===== src/rtl/data_qsync_pacer_pkg.sv =====
// Shared types and width helpers for the quasi-sync high-to-low TX pacer.
package data_qsync_pacer_pkg;

  typedef enum logic [1:0] {
    IDLE = 2'd0,
    SEND = 2'd1,
    GAP  = 2'd2
  } state_t;

  // Pointer width for a power-of-two FIFO depth.
  function automatic int ptr_w(input int depth);
    return (depth > 1) ? $clog2(depth) : 1;
  endfunction

  // Gap counter width; must hold CLK_RATIO-1.
  function automatic int gap_w(input int ratio);
    return (ratio > 1) ? $clog2(ratio) : 1;
  endfunction

endpackage


===== src/rtl/data_qsync_pacer_fifo.sv =====
// Small synchronous FIFO feeding the pacer; no bypass, no write when full.
module data_qsync_pacer_fifo
  import data_qsync_pacer_pkg::*;
#(
  parameter  int WIDTH = 8,
  parameter  int DEPTH = 4,
  localparam int PW    = ptr_w(DEPTH),
  localparam int CW    = $clog2(DEPTH) + 1
) (
  input  logic             clk_s,
  input  logic             clr,
  input  logic             push,
  input  logic             pop,
  input  logic [WIDTH-1:0] wdata,
  output logic [WIDTH-1:0] rdata,
  output logic             full,
  output logic             empty,
  output logic [CW-1:0]    cnt
);

  logic [DEPTH-1:0][WIDTH-1:0] mem;
  logic [PW-1:0]               wr_ptr, rd_ptr;
  logic                        do_push, do_pop;

  assign full    = (cnt == CW'(DEPTH));
  assign empty   = (cnt == '0);
  assign do_push = push && !full;
  assign do_pop  = pop && !empty;
  assign rdata   = mem[rd_ptr];

  always_ff @(posedge clk_s) begin
    if (clr) begin
      wr_ptr <= '0;
      rd_ptr <= '0;
      cnt    <= '0;
    end else begin
      if (do_push) wr_ptr <= wr_ptr + 1'b1;
      if (do_pop)  rd_ptr <= rd_ptr + 1'b1;
      if (do_push && !do_pop)      cnt <= cnt + 1'b1;
      else if (!do_push && do_pop) cnt <= cnt - 1'b1;
    end
  end

  // Storage needs no reset: occupancy alone decides what is valid.
  always_ff @(posedge clk_s) begin
    if (do_push && !clr) mem[wr_ptr] <= wdata;
  end

endmodule


===== src/rtl/data_qsync_hl_tx_pacer.sv =====
// Paces single-cycle send_s pulses into DW_data_qsync_hl, CLK_RATIO+1 cycles apart.
// Optional sent-word counter under DATA_QSYNC_PACER_STATS_EN.
module data_qsync_hl_tx_pacer
  import data_qsync_pacer_pkg::*;
#(
  parameter  int WIDTH     = 8,
  parameter  int CLK_RATIO = 2,
  parameter  int DEPTH     = 4,
  localparam int CW        = $clog2(DEPTH) + 1,
  localparam int GW        = gap_w(CLK_RATIO)
) (
  input  logic             clk_s,
  input  logic             rst_s,
  input  logic             init_s,
  input  logic             in_valid,
  output logic             in_ready,
  input  logic [WIDTH-1:0] in_data,
  output logic             send_s,
  output logic [WIDTH-1:0] data_s,
  output logic [CW-1:0]    fifo_cnt,
  output logic             busy
`ifdef DATA_QSYNC_PACER_STATS_EN
  , output logic [15:0]    sent_cnt
`endif
);

  state_t           state, state_n;
  logic [GW-1:0]    gap_cnt, gap_n;
  logic             clr, pop, full, empty;
  logic [WIDTH-1:0] head;

  assign clr = rst_s | init_s;

  data_qsync_pacer_fifo #(.WIDTH(WIDTH), .DEPTH(DEPTH)) u_fifo (
    .clk_s (clk_s),
    .clr   (clr),
    .push  (in_valid),
    .pop   (pop),
    .wdata (in_data),
    .rdata (head),
    .full  (full),
    .empty (empty),
    .cnt   (fifo_cnt)
  );

  assign in_ready = !full;
  assign send_s   = (state == SEND);
  assign busy     = (state != IDLE) || !empty;

  always_ff @(posedge clk_s) begin
    if (clr) begin
      state   <= IDLE;
      gap_cnt <= '0;
      data_s  <= '0;
    end else begin
      state   <= state_n;
      gap_cnt <= gap_n;
      if (pop) data_s <= head;
    end
  end

  // GAP exit pops directly into SEND so a late arrival costs no IDLE cycle.
  always_comb begin
    state_n = state;
    gap_n   = gap_cnt;
    pop     = 1'b0;
    case (state)
      IDLE: if (!empty) begin
        state_n = SEND;
        pop     = 1'b1;
      end
      SEND: begin
        state_n = GAP;
        gap_n   = GW'(CLK_RATIO - 1);
      end
      GAP: begin
        if (gap_cnt == '0) begin
          if (!empty) begin
            state_n = SEND;
            pop     = 1'b1;
          end else begin
            state_n = IDLE;
          end
        end else begin
          gap_n = gap_cnt - 1'b1;
        end
      end
      default: state_n = IDLE;
    endcase
  end

`ifdef DATA_QSYNC_PACER_STATS_EN
  always_ff @(posedge clk_s) begin
    if (clr)                sent_cnt <= '0;
    else if (state == SEND) sent_cnt <= sent_cnt + 16'd1;
  end
`endif

endmodule


===== config.mk =====
export PLATFORM = sky130hd
export DESIGN_NAME = data_qsync_hl_tx_pacer
export DESIGN_NICKNAME = d
export VERILOG_FILES = /design/src/rtl/data_qsync_pacer_pkg.sv /design/src/rtl/data_qsync_pacer_fifo.sv /design/src/rtl/data_qsync_hl_tx_pacer.sv
export SDC_FILE = /design/constraint.sdc
export NUM_CORES = 1
export LEC_CHECK = 0
export BUFFER_PORTS_ARGS = -buffer_cell sky130_fd_sc_hd__buf_2
export CORE_MARGIN = 3
export CORE_UTILIZATION = 35
export CTS_CLUSTER_SIZE = 14
export DETAILED_ROUTE_END_ITERATION = 12
export PLACE_DENSITY = 0.62
export SYNTH_ARGS = -nofsm -noshare
export SYNTH_HDL_FRONTEND = slang
export SYNTH_SLANG_ARGS = --single-unit

===== constraint.sdc =====
create_clock -name clk_s -period 2.25 [get_ports clk_s]
set_clock_uncertainty 0.15 [all_clocks]
set_input_delay 0.45 -clock clk_s [delete_from_list [all_inputs] [get_ports clk_s]]
set_output_delay 0.45 -clock clk_s [all_outputs]
set_load 0.005 [all_outputs]

==> metrics.log <==
INFO  metric synthesis.nets = 157
INFO  metric htree_num_levels = 2
INFO  metric critical_path_required = 2.32 ns
INFO  metric die_area = 6829 um2
INFO  metric register_area = 1328 um2
INFO  metric worst_setup_hold_path_clk_slew = 0.09 ns
INFO  metric largest_driver_fanout_on_the_critical_path = 4
INFO  metric post_synthesis_sequential_area_ratio = 0.6427
INFO  metric arrival = 2.33 ns
INFO  metric ant_nets = 0
INFO  metric worstSkewPairLatency = 0.29 ns
INFO  metric wl_per_cell = 15.65 um
INFO  metric avg_synthesized_cell_area = 15.23 um2
INFO  metric p_total = 3.001 mW
INFO  metric drive_above_1_share = 0.3642
INFO  metric period_needed = 2.258 ns
INFO  metric worst_slew_pin_slew = 0.4999 ns
INFO  metric diodes = 0
INFO  metric grt_total_usage = 0.1222
INFO  metric dieWidth = 82.64 um
INFO  metric final_common_cell = edfxtp_1
INFO  metric timing.critical_path.depth = 10
INFO  metric dp.final_hpwl = 2686 um
INFO  metric cts_tree = yes
INFO  metric critical-path-top-cell-by-count = ha_4
INFO  metric cpLargestDelayFamily = adder cells
INFO  metric detailedRoute.firstPassIterationCount = 4
INFO  metric synth_mux_area_frac = 0.1363
INFO  metric synthXorXnorAreaFrac = 0.02130
INFO  metric grt.overflow.total = 0
INFO  metric clock_sinks = 50
INFO  metric place.port_buffers = 25
INFO  metric min_path_type = input port to register
INFO  metric layout_common_cells = edfxtp_1, buf_2, nor2_1
INFO  metric multi_input_comb_area = 721.9 um2
INFO  metric route.detailed.drc = 0
INFO  metric timing.max_slew.rel_slack = 0.6663
INFO  metric finalNetCount = 194
INFO  metric via_count = 1148
INFO  metric worst-setup-path-type = register to register
INFO  metric cts_made_buffers = 5
INFO  metric worst_hold_startpoint = in_data[1]
INFO  metric grt_pass1_vias = 1199
INFO  metric reg2reg_from = state[0]$_SDFFE_PP0P_
INFO  metric drt_iter0_markers = 64
INFO  metric postLayoutSetupSlackWorst = -0.008294 ns
INFO  metric final_hold_viol_count = 0
INFO  metric synth.distinct_cells = 29
INFO  metric cts_root_buffer = clkbuf_8
INFO  metric placement.setup.worst_slack = -0.03430 ns
INFO  metric setup_viol_count_final = 1
INFO  metric timing.critical_path.to = u_fifo.cnt[2]$_SDFFE_PP0P_
INFO  metric timing.rr.end = u_fifo.cnt[2]$_SDFFE_PP0P_
INFO  metric crit_path_end_kind = register
INFO  metric ir_drop_worst_vdd = 0.3571 mV
INFO  metric drv_cap = 0
INFO  metric synthFlopType = edfxtp_1
INFO  metric rsz0062_at_grt = yes
INFO  metric cellLeakagePower = 0.9705 nW
INFO  metric floorplan.io_pins = 26
INFO  metric cp_slowest_stage_delay = 0.37 ns
INFO  metric slew_violations = 0
INFO  metric timing.critical_path.from = state[0]$_SDFFE_PP0P_
INFO  metric antenna_found_initial = 0
INFO  metric grt_first_pass_wirelength = 5989 um
INFO  metric area_of_all_placed_cells_without_fillers = 2485 um2
INFO  metric grt_start_max_net_pins = 18
INFO  metric p_per_area = 1208 nW/um2
INFO  metric layout_worst_path_cycle_share = 1.004
INFO  metric synth-adder-area-share = 0.06452
INFO  metric synth_top_family_by_area = multiplexers
INFO  metric synth_simple_gate_area_frac = 0.07304
INFO  metric synth-compound-area-share = 0.03530
INFO  metric start_util = 0.3666
INFO  metric num_rows = 27
INFO  metric area_of_the_mapped_netlist = 2056 um2
INFO  metric seq_cells_post_synth = 50
INFO  metric cp_num_buf_inv = 2
INFO  metric cp-start-kind = register
INFO  metric routed_wirelength = 3835 um
INFO  metric reg2reg_depth = 10
INFO  metric worstPathCellList = inv_2 -> ha_4 -> nor2b_4 -> o21ai_4 -> ha_4 -> inv_1 -> fa_2 -> xor2_1 -> or3_1 -> a21oi_1
INFO  metric syn_inst = 135
INFO  metric violations = setup timing
INFO  metric areaGrowthSynthToFinish = 20.88%
INFO  metric synth_enable_flop_cells = 32
INFO  metric core_region_area = 5608 um2
INFO  metric run_status = finished, violations left
INFO  metric max_clock_freq = 0.4428 GHz
INFO  metric worst_path_max_delay_cell = dfxtp_4
INFO  metric finalWeightedCongestion = 0.7155
INFO  metric place_area = 2338 um2
INFO  metric asyncSetResetFlopFracSynth = 0
INFO  metric filler_cell_count = 517
INFO  metric finalHoldWorstSlack = 0.2183 ns
INFO  metric post_drt_via_cell_ratio = 4.686
INFO  metric ys_warn_count = 0
INFO  metric r2r_setup_slack = -0.008 ns
INFO  metric clock_path_buffers = 2
INFO  metric die_h = 82.64 um
cell type report:
type / instances / share of cell area
clock inverter: 3 / 0.01813
timing repair buffer: 35 / 0.08560
inverter: 5 / 0.007553
multi-input combinational: 75 / 0.2905
tap: 72 / 0.03625
clock buffer: 5 / 0.02769
sequential: 50 / 0.5342
metrics by stage:
stage	instances	TNS (ns)	utilization
4_1_cts	242	0	0.4391
3_5_place_dp	234	-0.03430	0.4170
2_1_floorplan	135	-0.02126	-
6_report	245	-0.008294	0.4431
5_1_grt	245	-0.06743	0.4431
3_3_place_gp	234	0	0.4170
flip-flops by register name, indices dropped and copies added (netlist names):
register,count
u_fifo.mem,32
data_s,8
u_fifo.cnt,3
state,2
u_fifo.rd_ptr,2
u_fifo.wr_ptr,2
gap_cnt,1
cells by family after synthesis:
logic type,Yosys count
xor gates and xnor gates,5
AOI/OAI and AO/OA,10
buffers and inverters,10
adders and majority gates,10
and+or+nand+nor,32
muxes,18
DFF,50
what timing repair did:
item	CTS	global route
resized for setup	2	0
setup endpoints to repair	1	1
hold buffers	0	0
buffers inserted	0	3
endpoints found under the hold margin	0	0
pin swaps	1	3
how the worst min path moves through the flow:
stage | to | slack [ns] | cells past startpoint
finish | u_fifo.mem[25]$_DFFE_PP_ | 0.22 | 1
global route | u_fifo.mem[18]$_DFFE_PP_ | 0.21 | 1
CTS | u_fifo.mem[25]$_DFFE_PP_ | 0.21 | 1
detailed placement | data_s[7]$_SDFFE_PP0N_ | 0.34 | 2
global placement | data_s[0]$_SDFFE_PP0N_ | 0.32 | 2
floorplan | state[1]$_SDFFE_PP0P_ | 0.33 | 2
layer usage:
metal,global-route usage,share of wire
met5,0,0
met4,0.05065,0.011
met3,0.01952,0.025
met2,0.2268,0.57
met1,0.1379,0.39
where the power goes:
group          leakage [nW]  switching (mW)  total, mW  internal [mW]
registers             0.437          0.0712       1.14           1.07
logic                 0.483           0.592       1.25          0.659
clock network        0.0504           0.280      0.611          0.330
cells in the mapped netlist, drive strengths merged (2+ instances only):
cell	number	area share
and3	4	0.012
dfxtp	18	0.18
mux4	8	0.088
nand2	3	0.0055
nor2	18	0.033
clkbuf	3	0.0055
edfxtp	32	0.47
mux2i	10	0.049
xor2	4	0.017
or3	2	0.0085
o21ai	4	0.012
nor2b	2	0.0061
ha	9	0.055
inv	5	0.0091
buf	2	0.012
(Power assumes the default switching activity.)
